File: src/rtl/braille_pkg.sv
// -----------------------------------------------------------------------------
// braille_pkg
// Shared definitions for the Braille quiz controller:
//   - FSM state encoding (3-bit constants)
//   - default symbol count (letters A..J)
//   - packed A..J six-dot pattern table, bit0 = dot1 .. bit5 = dot6
// No ports; imported by braille_rom and braille_quiz_ctrl.
// -----------------------------------------------------------------------------
package braille_pkg;

    typedef logic [5:0] dots_t;

    localparam logic [2:0] ST_IDLE   = 3'd0;
    localparam logic [2:0] ST_SAMPLE = 3'd1;
    localparam logic [2:0] ST_WAIT   = 3'd2;
    localparam logic [2:0] ST_JUDGE  = 3'd3;
    localparam logic [2:0] ST_RESULT = 3'd4;

    localparam int NUM_SYMBOLS_DEF = 10;
    localparam int ROM_DEPTH       = 10;

    // Entry k lives at bits [6k +: 6]; letter A is the least significant entry.
    localparam logic [6*ROM_DEPTH-1:0] DOT_TABLE = {
        6'h1A,  // J
        6'h0A,  // I
        6'h13,  // H
        6'h1B,  // G
        6'h0B,  // F
        6'h11,  // E
        6'h19,  // D
        6'h09,  // C
        6'h03,  // B
        6'h01   // A
    };

endpackage

File: src/rtl/braille_rom.sv
// -----------------------------------------------------------------------------
// braille_rom
// Combinational symbol-index to dot-pattern lookup.
// Ports:
//   idx   in   4   symbol index, 0 = A
//   dots  out  6   dot pattern; indices past the table give 6'h00
// -----------------------------------------------------------------------------
module braille_rom
    import braille_pkg::*;
(
    input  logic [3:0] idx,
    output dots_t      dots
);

    dots_t entry [0:15];

    // All 16 index values get an entry so the read never leaves the array.
    generate
        for (genvar gi = 0; gi < 16; gi++) begin : g_entry
            if (gi < ROM_DEPTH) begin : g_used
                assign entry[gi] = DOT_TABLE[gi*6 +: 6];
            end else begin : g_empty
                assign entry[gi] = 6'h00;
            end
        end
    endgenerate

    assign dots = entry[idx];

endmodule

File: src/rtl/braille_quiz_ctrl.sv
// -----------------------------------------------------------------------------
// braille_quiz_ctrl
// Runs one Braille quiz round: draws an in-range symbol from the LFSR stream,
// presents its dot pattern, waits for the trainee entry, judges it and keeps a
// saturating score / attempt count.
// Optional feature macro: BRAILLE_TIMEOUT_EN (entry window of TIMEOUT_CYCLES
// clocks; without it WAIT_ENTRY waits forever and Timed_Out stays 0).
// Ports:
//   Clk           in   1        system clock, rising edge
//   Rst           in   1        asynchronous active-low reset
//   Rand_In       in   4        LFSR output
//   Start         in   1        request a new round
//   Dots_In       in   6        trainee entry, bit0 = dot1
//   Submit        in   1        entry valid this cycle
//   Clr_Score     in   1        synchronous clear of Score/Attempts
//   Target_Idx    out  4        current symbol index (0 = A)
//   Target_Dots   out  6        dot pattern of Target_Idx
//   Busy          out  1        round in progress (SAMPLE/WAIT_ENTRY/JUDGE)
//   Result_Valid  out  1        one-cycle strobe, Correct/Timed_Out valid
//   Correct       out  1        last judged entry matched
//   Timed_Out     out  1        last round ended by timeout
//   Score         out  SCORE_W  correct answers, saturating
//   Attempts      out  SCORE_W  judged rounds, saturating
// -----------------------------------------------------------------------------
module braille_quiz_ctrl
    import braille_pkg::*;
#(
    parameter int NUM_SYMBOLS = NUM_SYMBOLS_DEF,
    parameter int SCORE_W     = 8
`ifdef BRAILLE_TIMEOUT_EN
    ,
    parameter int TIMEOUT_CYCLES = 1000
`endif
)
(
    input  logic               Clk,
    input  logic               Rst,
    input  logic [3:0]         Rand_In,
    input  logic               Start,
    input  logic [5:0]         Dots_In,
    input  logic               Submit,
    input  logic               Clr_Score,
    output logic [3:0]         Target_Idx,
    output logic [5:0]         Target_Dots,
    output logic               Busy,
    output logic               Result_Valid,
    output logic               Correct,
    output logic               Timed_Out,
    output logic [SCORE_W-1:0] Score,
    output logic [SCORE_W-1:0] Attempts
);

    localparam logic [3:0]         SYM_MAX = 4'(NUM_SYMBOLS);
    localparam logic [SCORE_W-1:0] SAT_MAX = {SCORE_W{1'b1}};
    localparam logic [SCORE_W-1:0] ONE     = SCORE_W'(1);

    logic [2:0]         state_reg, state_next;
    logic [3:0]         target_idx_reg;
    dots_t              target_dots_reg;
    dots_t              entry_reg;
    logic               result_valid_reg;
    logic               correct_reg;
    logic               timed_out_reg;
    logic [SCORE_W-1:0] score_reg;
    logic [SCORE_W-1:0] attempts_reg;

    logic [3:0] rand_idx;
    dots_t      rom_dots;
    logic       rand_ok;
    logic       timeout_hit;
    logic       judged_correct;

    // Rand_In = k selects symbol k-1; 0 and values past the symbol count are redrawn.
    assign rand_ok  = (Rand_In != 4'd0) && (Rand_In <= SYM_MAX);
    assign rand_idx = Rand_In - 4'd1;

    braille_rom u_rom (
        .idx  (rand_idx),
        .dots (rom_dots)
    );

`ifdef BRAILLE_TIMEOUT_EN
    localparam int               TMO_W    = $clog2(TIMEOUT_CYCLES + 1);
    localparam logic [TMO_W-1:0] TMO_LOAD = TMO_W'(TIMEOUT_CYCLES - 1);

    logic [TMO_W-1:0] tmo_cnt_reg;
    logic             tmo_hit_reg;
    logic             tmo_expire;

    // Expiry only when the counter is spent and the trainee did not submit in that cycle.
    assign tmo_expire  = (state_reg == ST_WAIT) && !Submit && (tmo_cnt_reg == '0);
    assign timeout_hit = tmo_hit_reg;

    always_ff @(posedge Clk or negedge Rst) begin
        if (!Rst) begin
            tmo_cnt_reg <= '0;
            tmo_hit_reg <= 1'b0;
        end else if (state_reg == ST_SAMPLE && rand_ok) begin
            tmo_cnt_reg <= TMO_LOAD;
            tmo_hit_reg <= 1'b0;
        end else if (state_reg == ST_WAIT) begin
            if (Submit) begin
                tmo_hit_reg <= 1'b0;
            end else if (tmo_expire) begin
                tmo_hit_reg <= 1'b1;
            end else begin
                tmo_cnt_reg <= tmo_cnt_reg - TMO_W'(1);
            end
        end
    end
`else
    logic tmo_expire;

    assign tmo_expire  = 1'b0;
    assign timeout_hit = 1'b0;
`endif

    assign judged_correct = !timeout_hit && (entry_reg == target_dots_reg);

    always_comb begin
        state_next = state_reg;
        case (state_reg)
            ST_IDLE:   if (Start) state_next = ST_SAMPLE;
            ST_SAMPLE: if (rand_ok) state_next = ST_WAIT;
            ST_WAIT:   if (Submit || tmo_expire) state_next = ST_JUDGE;
            ST_JUDGE:  state_next = ST_RESULT;
            ST_RESULT: state_next = ST_IDLE;
            default:   state_next = ST_IDLE;
        endcase
    end

    always_ff @(posedge Clk or negedge Rst) begin
        if (!Rst) begin
            state_reg        <= ST_IDLE;
            target_idx_reg   <= 4'd0;
            target_dots_reg  <= 6'h00;
            entry_reg        <= 6'h00;
            result_valid_reg <= 1'b0;
            correct_reg      <= 1'b0;
            timed_out_reg    <= 1'b0;
            score_reg        <= '0;
            attempts_reg     <= '0;
        end else begin
            state_reg <= state_next;

            // The strobe is registered off RESULT, so it lands two edges after
            // the edge that captured Submit.
            result_valid_reg <= (state_reg == ST_RESULT);

            if (state_reg == ST_SAMPLE && rand_ok) begin
                target_idx_reg  <= rand_idx;
                target_dots_reg <= rom_dots;
            end

            if (state_reg == ST_WAIT && Submit) begin
                entry_reg <= Dots_In;
            end

            if (state_reg == ST_JUDGE) begin
                correct_reg   <= judged_correct;
                timed_out_reg <= timeout_hit;
            end

            // A clear overrides any increment landing on the same edge.
            if (Clr_Score) begin
                score_reg    <= '0;
                attempts_reg <= '0;
            end else if (state_reg == ST_JUDGE) begin
                if (attempts_reg != SAT_MAX) begin
                    attempts_reg <= attempts_reg + ONE;
                end
                if (judged_correct && score_reg != SAT_MAX) begin
                    score_reg <= score_reg + ONE;
                end
            end
        end
    end

    assign Target_Idx   = target_idx_reg;
    assign Target_Dots  = target_dots_reg;
    assign Busy         = (state_reg == ST_SAMPLE) || (state_reg == ST_WAIT) ||
                          (state_reg == ST_JUDGE);
    assign Result_Valid = result_valid_reg;
    assign Correct      = correct_reg;
    assign Timed_Out    = timed_out_reg;
    assign Score        = score_reg;
    assign Attempts     = attempts_reg;

endmodule

File: config.mk
export PLATFORM = sky130hd
export DESIGN_NAME = braille_quiz_ctrl
export DESIGN_NICKNAME = d
export VERILOG_FILES = /design/src/rtl/braille_pkg.sv /design/src/rtl/braille_rom.sv /design/src/rtl/braille_quiz_ctrl.sv
export SDC_FILE = /design/constraint.sdc
export NUM_CORES = 1
export LEC_CHECK = 0
export CAP_MARGIN = 40
export CORE_MARGIN = 2
export CORE_UTILIZATION = 45
export DETAILED_ROUTE_END_ITERATION = 6
export GPL_TIMING_DRIVEN = 0
export PLACE_DENSITY_LB_ADDON = 0.08
export RECOVER_POWER = 25
export SLEW_MARGIN = 20
export SYNTH_ARGS = -nofsm -noshare
export SYNTH_HDL_FRONTEND = slang
export SYNTH_SLANG_ARGS = --single-unit
File: constraint.sdc
create_clock -name Clk -period 1.9 [get_ports Clk]
set_input_delay 0.38 -clock Clk [delete_from_list [all_inputs] [get_ports Clk]]
set_output_delay 0.38 -clock Clk [all_outputs]
set_load 0.02 [all_outputs]
==> results of run 1 <==
## through the flow
stage	utilization, %	TNS (ns)	hold slack [ns]	total power (W)
2_1_floorplan	-	-1.64	0.0844	0.00174
3_3_place_gp	61.1	-22.48	0.479	0.00211
3_5_place_dp	61.6	-9.67	0.334	0.00213
4_1_cts	66.3	-0.00344	0.0215	0.00276
5_1_grt	67.3	-0.501	0.219	0.00302
6_report	67.3	-0.00580	0.154	0.00285
## power breakdown
| part | internal (W) | switching [W] | total (W) | leakage (nW) |
|---|---|---|---|---|
| Clock | 0.000257 | 0.000265 | 0.000523 | 0.0422 |
| Combinational | 0.000649 | 0.000604 | 0.00125 | 0.717 |
| Sequential | 0.000940 | 0.000132 | 0.00107 | 0.450 |
| Total | 0.00185 | 0.00100 | 0.00285 | 1.21 |
## worst paths after layout
kind | startpoint | to
max reg2reg | state_reg[2] | Score[3]
min | Rst | Attempts[3]
min in group Clk | Rand_In[1] | Target_Dots[1]
max | state_reg[2] | Score[3]
max in group asynchronous | Rst | state_reg[2]
min reg2reg | Target_Idx[1] | Target_Idx[1]
## cell usage after synthesis, types with 2 or more instances
library cell / number / area, um2
a211oi_1: 3 / 22.5
a21oi_1: 9 / 45.0
a31oi_1: 2 / 12.5
and3_1: 3 / 18.8
buf_4: 6 / 45.0
clkbuf_1: 5 / 18.8
dfrtp_1: 35 / 876
ha_1: 5 / 62.6
inv_1: 11 / 41.3
mux2_2: 5 / 56.3
mux2i_1: 5 / 50.1
nand2_1: 14 / 52.6
nand2b_1: 6 / 37.5
nand3_1: 8 / 40.0
nor2_1: 22 / 82.6
nor2b_1: 6 / 37.5
nor3_1: 3 / 15.0
o21ai_0: 12 / 60.1
o21ai_1: 2 / 10.0
o31ai_1: 2 / 15.0
or3_1: 5 / 31.3
xnor2_1: 5 / 43.8
xor2_1: 4 / 35.0
## timing repair
action	4_1_cts	5_1_grt
endpoints found under the setup margin	14	16
gates cloned	1	0
setup buffers	13	3
pin swaps	7	5
gates resized for setup	22	17
## final cells by class
| class | count | area [um2] | share of cell area, % |
|---|---|---|---|
| Sequential cell | 35 | 883 | 32.3 |
| Tap cell | 50 | 62.6 | 2.29 |
| Timing Repair Buffer | 58 | 537 | 19.6 |
| Clock buffer | 7 | 76.3 | 2.79 |
| Clock inverter | 1 | 5.00 | 0.183 |
| Inverter | 12 | 55.1 | 2.01 |
| Multi-Input combinational cell | 145 | 1010 | 36.9 |
| Buffer | 12 | 105 | 3.85 |
## layer usage
layer	wire [um]	vias up
met5	0	-
met4	62	0
met3	183	5
met2	2220	35
met1	1880	829
li1	-	827
## worst max-delay path: cells and delay by family, from the launching register on
family / cells / cell delay, ns
AND/OR/NAND/NOR: 4 / 1.07
buffers and inverters: 2 / 0.22
AO/OA/AOI/OAI: 1 / 0.14
flip-flops: 1 / 0.40
## kinds of logic (layout without fill, tap and decap cells)
kind of cell | Yosys count | count (layout) | synth area share, %
adders and majority gates | 5 | 5 | 3.24
AOI/OAI and AO/OA | 40 | 40 | 13.1
other | 1 | 3 | 0.194
muxes | 10 | 10 | 5.51
DFF | 35 | 35 | 45.3
buffers and inverters | 26 | 90 | 6.73
xor gates and xnor gates | 9 | 9 | 4.08
and+or+nand+nor | 78 | 78 | 21.8
==> flow_summary.toml, run 1 <==
[outcome]
status = "complete, but fails checks"
violations = "setup timing"

[flow_run]
max-cap-violations = 0

[sta]
tightest_slew_ns = 0.914
fin_skew_ns = 0.00648
slew_violations = 0
final.min_clock_period_ns = 1.91
setup_viol = 1
hold_viol_final = 0
setup_ws_ns = -0.00580
slew-limit-headroom_pct = 39.0
post-route-period-util_pct = 100
rsz0062_at_grt = "true"
fmax_ghz = 0.525

[global_route]
grt.busiest_layer = "met2"
grt_pass1_wl_um = 7420
antenna_found_initial = 0
first_global_vias = 1634
grtUsageTotal_pct = 19.0
grt_util_met3_pct = 5.23
grt.met1_usage_pct = 21.3
gr-total-overflow = 0
grt.met2_usage_pct = 34.4
grt_max_degree = 21

[place]
place_hpwl_um = 2950
gp_congestion = 0.856
port_buffers = 40
numPlacedInstances = 297
dp_slack_ns = -1.00
postPlaceCellArea_um2 = 2500

[yosys]
ys_types = 49
syn-cell-area_um2 = 1930
ys_warn_count = 0
synth_edf_count = 0
async_flop_share_pct = 100
syn_area_per_cell_um2 = 9.47
synthCells = 204
synth-seq-cells = 35
synth_ff_type = "dfrtp_1"
yosysSeqAreaShare_pct = 45.3

[layout]
nNetsFinal = 289
n_antenna_cell = 0
final_area_um2 = 2730
stdcell_count = 320
final_cell_mix = "clkdlybuf4s50_1 (34), dfrtp_1 (29), nor2_1 (21)"
area_delta_synth_final_pct = 41.5
final_common_cell = "clkdlybuf4s50_1"
drive_gt1_share_pct = 24.1
num-fill-cells = 332

[worst_setup_path]
crit_slowest_cell = "or4_4"
startpoint_type = "flip-flop"
slowest_delay_ns = 0.55
cp_cell_sequence = "nand3b_4, inv_4, nand2_4, or4_4, buf_6, or3_1, a21oi_1"
ff2ff_path_depth = 7
worstPathRequired_ns = 2.12
end_kind = "flip-flop"
worstSetupPathType = "flip-flop to flip-flop"
cp_max_fo = 8
cp_data_arrival_time_ns = 2.12
r2r_slack_ns = -0.006

[clock_tree]
clock_latency_ns = 0.29
holdBufCountCts = 0
cts_tree = "done"
cts_buffers = 5
clock_sinks = 35
cts_root_buf = "clkbuf_8"
cts_max_level = 2
clock_path_buffers = 2
clkTransAtPathRegs_ns = 0.07

[die]
start_util_pct = 47.6
ios = 45
die_w_um = 69.5
die_y_um = 69.5
core-area_um2 = 4060
fp-row-count = 23
die-area_um2 = 4830

[routing]
wirelength_um = 4350
via_count = 1696
drc = 0
drt_iter0_drc = 61
routedWlPerCell_um = 13.6
dr.pass1.iters = 4
routed_via_density = 5.30
antenna_left = 0

[power_and_ir_drop]
leakage_nw = 1.21
vdd_ir_drop_max_mv = 0.686
powerDensity_nw_per_um2 = 1040

[hold_path]
hold_class = "input pin to async pin"
Note: power is estimated with default switching activity, not from simulation.
==> run 2, diff against run 1 <==
==> constraint.sdc (replaced) <==
create_clock -name Clk -period 1.9 [get_ports Clk]
set_input_delay 0.285 -clock Clk [delete_from_list [all_inputs] [get_ports Clk]]
set_output_delay 0.285 -clock Clk [all_outputs]
set_load 0.02 [all_outputs]
==> run 2 against run 1 <==
The run still ends with setup timing left. Final cell count down 0.31%. Worst hold slack better by 0.19 ns. Register-to-register slack about the same. Die area unchanged. Critical path depth unchanged. Maximum frequency up 0.29%. Sequential share of layout area up 0.13 points. Clock skew down 0.0019 ns. Core utilization down 0.37 points. Critical endpoint is now Score[4]. Largest power group unchanged.
==> flow_summary.toml, run 2 (synthesis gave the netlist of run 1 again) <==
[outcome]
status = "complete, but fails checks"
violations = "setup timing"

[worst_setup_path]
cp_cell_sequence = "nand3b_4, inv_4, nand2_4, or4_4, buf_6, or3_4, a21oi_2"
slowest_delay_ns = 0.55
worstSetupPathType = "flip-flop to flip-flop"
crit_slowest_cell = "or4_4"
worstPathRequired_ns = 2.12
end_kind = "flip-flop"
cp_data_arrival_time_ns = 2.12
cp_max_fo = 8
startpoint_type = "flip-flop"

[die]
start_util_pct = 47.6
fp-row-count = 23
die-area_um2 = 4830
ios = 45
die_y_um = 69.5
core-area_um2 = 4060
die_w_um = 69.5

[routing]
routedWlPerCell_um = 13.5
via_count = 1658
drt_iter0_drc = 69
wirelength_um = 4320
met2_length_um = 2180
top_layer = "met4"
routed_via_density = 5.20
met3WireLength_um = 169
drt-met1-wl_um = 1900
drc = 0
antenna_left = 0
dr.pass1.iters = 4

[sta]
fin_skew_ns = 0.00459
setup_viol = 1
hold_viol_final = 0
slew-limit-headroom_pct = 44.2
tightest_slew_ns = 0.836
hold_ws_ns = 0.349
setup_ws_ns = -0.000205
slew_violations = 0
tns_ns = -0.000205
rsz0062_at_grt = "true"
post-route-period-util_pct = 100
final.min_clock_period_ns = 1.90
fmax_ghz = 0.526

[global_route]
grt_max_degree = 21
antenna_found_initial = 0
grtUsageTotal_pct = 19.1
first_global_vias = 1641
gr-total-overflow = 0
grt_pass1_wl_um = 7490

[layout]
area_delta_synth_final_pct = 40.7
drive_gt1_share_pct = 23.0
final_core_util_pct = 67.0
final_common_cell = "clkdlybuf4s50_1"
stdcell_count = 319
nNetsFinal = 288
final_cell_mix = "clkdlybuf4s50_1 (34), dfrtp_1 (30), nor2_1 (21)"
n_antenna_cell = 0

[clock_tree]
clock_sinks = 35
cts_max_level = 2
clkTransAtPathRegs_ns = 0.07
cts_buffers = 5
cts_tree = "done"
clock_path_buffers = 2
clock_latency_ns = 0.29
cts_root_buf = "clkbuf_8"

[power_and_ir_drop]
pwr-share-seq_pct = 38.0
p_sw_share_pct = 35.1
power_switching_w = 0.000986
combPwrFrac_pct = 43.4
vdd_ir_drop_max_mv = 0.668
p_int_w = 0.00182
powerDensity_nw_per_um2 = 1030
clkPwrFrac_pct = 18.6
leakage_nw = 1.20

[hold_path]
hold_class = "input pin to flip-flop"

[place]
port_buffers = 40
dp_slack_ns = -0.908
numPlacedInstances = 297
gp_congestion = 0.856
place_hpwl_um = 2950

[flow_run]
max-cap-violations = 0
==> run 2: metrics by stage <==
stage | instance area, um2 | power (W)
floorplan | 2020 | 0.00174
global placement | 2480 | 0.00211
detailed placement | 2500 | 0.00213
CTS | 2690 | 0.00277
global route | 2720 | 0.00298
finish | 2720 | 0.00281
==> run 2: critical path, delay by kind of cell, from the launching register on <==
family,cells,cell delay (ns)
AOI/OAI and AO/OA,1,0.11
DFF,1,0.41
and+or+nand+nor,4,1.09
buffers and inverters,2,0.22
==> run 2: metal layers <==
metal / global-route usage (%) / vias up
met5: 0 / -
met4: 6.54 / 0
met2: 34.8 / 31
li1: - / 828
met3: 5.23 / 5
met1: 21.4 / 794
==> run 2: path summary, 6_finish.rpt <==
kind                       slack [ns]  cells after the start     startpoint              to
min in group asynchronous        0.61                      2            Rst     Attempts[3]
setup / recovery              -0.0002                      7   state_reg[2]        Score[4]
max in group asynchronous        0.26                      3            Rst  Target_Dots[1]
hold / removal                   0.35                      2      Clr_Score        Score[4]
setup reg to reg              -0.0002                      7   state_reg[2]        Score[4]
hold reg to reg                  0.49                      2  Target_Idx[1]   Target_Idx[1]
==> run 2: cell type report <==
cell class / count / area [um2]
fill: 344 / 1340
sequential: 35 / 882
multi-input combinational: 145 / 1000
inverter: 12 / 55.1
timing repair buffer: 57 / 518
clock buffer: 7 / 76.3
buffer: 12 / 115
tap: 50 / 62.6
clock inverter: 1 / 5.00
==> run 2: timing repair <==
| item | in CTS | in global routing |
|---|---|---|
| gates resized for setup | 20 | 12 |
| buffers inserted | 11 | 3 |
| gates cloned | 1 | 0 |
| endpoints found under the setup margin | 13 | 16 |
| hold buffers | 1 | 0 |
| hold endpoints to repair | 15 | 0 |
| pin swaps | 7 | 5 |
==> run 2: power by group through the flow <==
stage          Combinational, W  Sequential, W  Clock [W]
2_1_floorplan          0.000562        0.00117          0
3_3_place_gp            0.00103        0.00108          0
3_5_place_dp            0.00105        0.00108          0
4_1_cts                 0.00117        0.00106   0.000535
5_1_grt                 0.00132        0.00109   0.000569
6_report                0.00122        0.00107   0.000522
==> run 3, diff against run 2 <==
Settings changed: RECOVER_POWER 25 to not set, REMOVE_ABC_BUFFERS set to 1.
==> run 3 against run 2 <==
The flow still finishes with violations (setup timing). Combinational power grew 11%. Clock skew grew 0.0016 ns. Worst hold slack lost 0.10 ns. Critical path depth shrank 2. Clock power grew 14%. Highest routed layer unchanged. Flip-flop and latch count is the same. Largest cell class unchanged. Register-to-register slack is essentially flat. Wire length grew 14%.
==> flow_summary.toml, run 3 (synthesis gave the netlist of run 1 again) <==
[die]
ios = 45
die_w_um = 69.5
start_util_pct = 47.6
fp-row-count = 23
die_y_um = 69.5
die-area_um2 = 4830
core-area_um2 = 4060

[sta]
post-route-period-util_pct = 101
setup_ws_ns = -0.0121
fin_skew_ns = 0.00618
tightest_slew_ns = 0.648
slew_violations = 0
slew-limit-headroom_pct = 56.7
hold_viol_final = 0
setup_viol = 1
fmax_ghz = 0.523
rsz0062_at_grt = "true"
final.min_clock_period_ns = 1.91
hold_ws_ns = 0.246
tns_ns = -0.0121

[layout]
regArea_um2 = 880
area_delta_synth_final_pct = 43.7
drive_gt1_share_pct = 26.1
final_cell_mix = "clkdlybuf4s50_1 (35), dfrtp_1 (32), buf_4 (23)"
multiInputGateArea_um2 = 1080
num-fill-cells = 313
final_common_cell = "clkdlybuf4s50_1"
final_core_util_pct = 68.4
nNetsFinal = 287
n_antenna_cell = 0

[clock_tree]
clkTransAtPathRegs_ns = 0.07
cts_root_buf = "clkbuf_8"
cts_tree = "done"
clock_latency_ns = 0.28
clock_path_buffers = 2
clock_sinks = 35
cts_buffers = 5
cts_max_level = 2

[flow_run]
max-cap-violations = 0

[routing]
antenna_left = 0
wirelength_um = 4920
via_count = 1756
dr.pass1.iters = 5
drt_iter0_drc = 121
routedWlPerCell_um = 15.5
routed_via_density = 5.52
drc = 0

[worst_setup_path]
cp_max_fo = 6
r2r_slack_ns = -0.01
cp_cell_sequence = "xnor2_2, nand2_2, or4_4, or4_4, a21oi_2"
crit_slowest_cell = "or4_4"
cp_common_cell = "or4_4"
slowest_delay_ns = 0.58
end_kind = "flip-flop"
cp_data_arrival_time_ns = 2.12
worstPathRequired_ns = 2.11
startpoint_type = "flip-flop"
worstSetupPathType = "flip-flop to flip-flop"

[place]
port_buffers = 41
place_hpwl_um = 3070
dp_slack_ns = -1.22
gp_congestion = 0.831

[global_route]
grt_pass1_wl_um = 8080
grtUsageTotal_pct = 20.6
first_global_vias = 1736
grt_max_degree = 29
antenna_found_initial = 0
gr-total-overflow = 0

[power_and_ir_drop]
leakage_nw = 1.22
total_power_w = 0.00305
powerDensity_nw_per_um2 = 1100
vdd_ir_drop_max_mv = 0.758

[hold_path]
hold_class = "input pin to flip-flop"

[outcome]
status = "complete, but fails checks"
violations = "setup timing"
==> run 3: cell types whose count changed in the layout (fill, tap and decap cells not counted), moves of 2 or more <==
cell | previous run | this run
buf_4 | 18 | 23
buf_6 | 6 | 1
clkbuf_1 | 5 | 1
clkbuf_8 | 5 | 7
dfrtp_1 | 30 | 32
dfrtp_2 | 5 | 3
nand2b_1 | 5 | 2
nand2b_4 | 1 | 4
or4_4 | 1 | 3
==> run 3: path summary, 6_finish.rpt <==
kind | start | endpoint | depth (start not counted)
min in group asynchronous | Rst | Score[2] | 2
max | entry_reg[4] | Score[6] | 5
max reg2reg | entry_reg[4] | Score[6] | 5
min | Rand_In[0] | Target_Idx[0] | 2
min reg2reg | Target_Idx[2] | Target_Idx[2] | 2
max in group asynchronous | Rst | state_reg[2] | 3
==> run 3: metal layers <==
layer	part of all wire, %	routed length [um]	vias to the layer above	track usage, %
li1	-	-	830	-
met1	41	2030	870	25.7
met2	53	2610	52	35.9
met3	4.7	230	4	4.07
met4	0.83	41	0	6.75
met5	0	0	-	0
==> run 3: layout make-up <==
class	instances	area share, %
multi-input cells	147	38.9
flip-flops and latches	35	31.7
repair buffers	66	21.7
clock buffers	8	3.61
well taps	50	2.25
inverters	12	1.80
==> run 3: worst max-delay path, delay by kind of cell (launching register included) <==
family | cells | cell delay [ns]
AO/OA/AOI/OAI | 1 | 0.13
XOR/XNOR | 1 | 0.19
flip-flops | 1 | 0.41
AND/OR/NAND/NOR | 3 | 1.11
==> run 3: report_power, final <==
part | switching [W] | internal (W)
Sequential | 0.000174 | 0.000939
Clock | 0.000262 | 0.000331
Combinational | 0.000645 | 0.000701
Total | 0.00108 | 0.00197
==> run 3: per-stage QoR <==
stage | instances | instance area, um2
2_1_floorplan | 192 | 1860
3_3_place_gp | 283 | 2330
3_5_place_dp | 284 | 2340
4_1_cts | 312 | 2680
5_1_grt | 318 | 2780
6_report | 318 | 2780
==> run 3: what timing repair did <==
action / in CTS / in global routing
hold buffers: 1 / 0
setup endpoints to repair: 16 / 19
cloned: 2 / 0
setup buffers: 17 / 6
hold endpoints to repair: 7 / 0
gates resized for setup: 30 / 18
pin swaps: 5 / 5
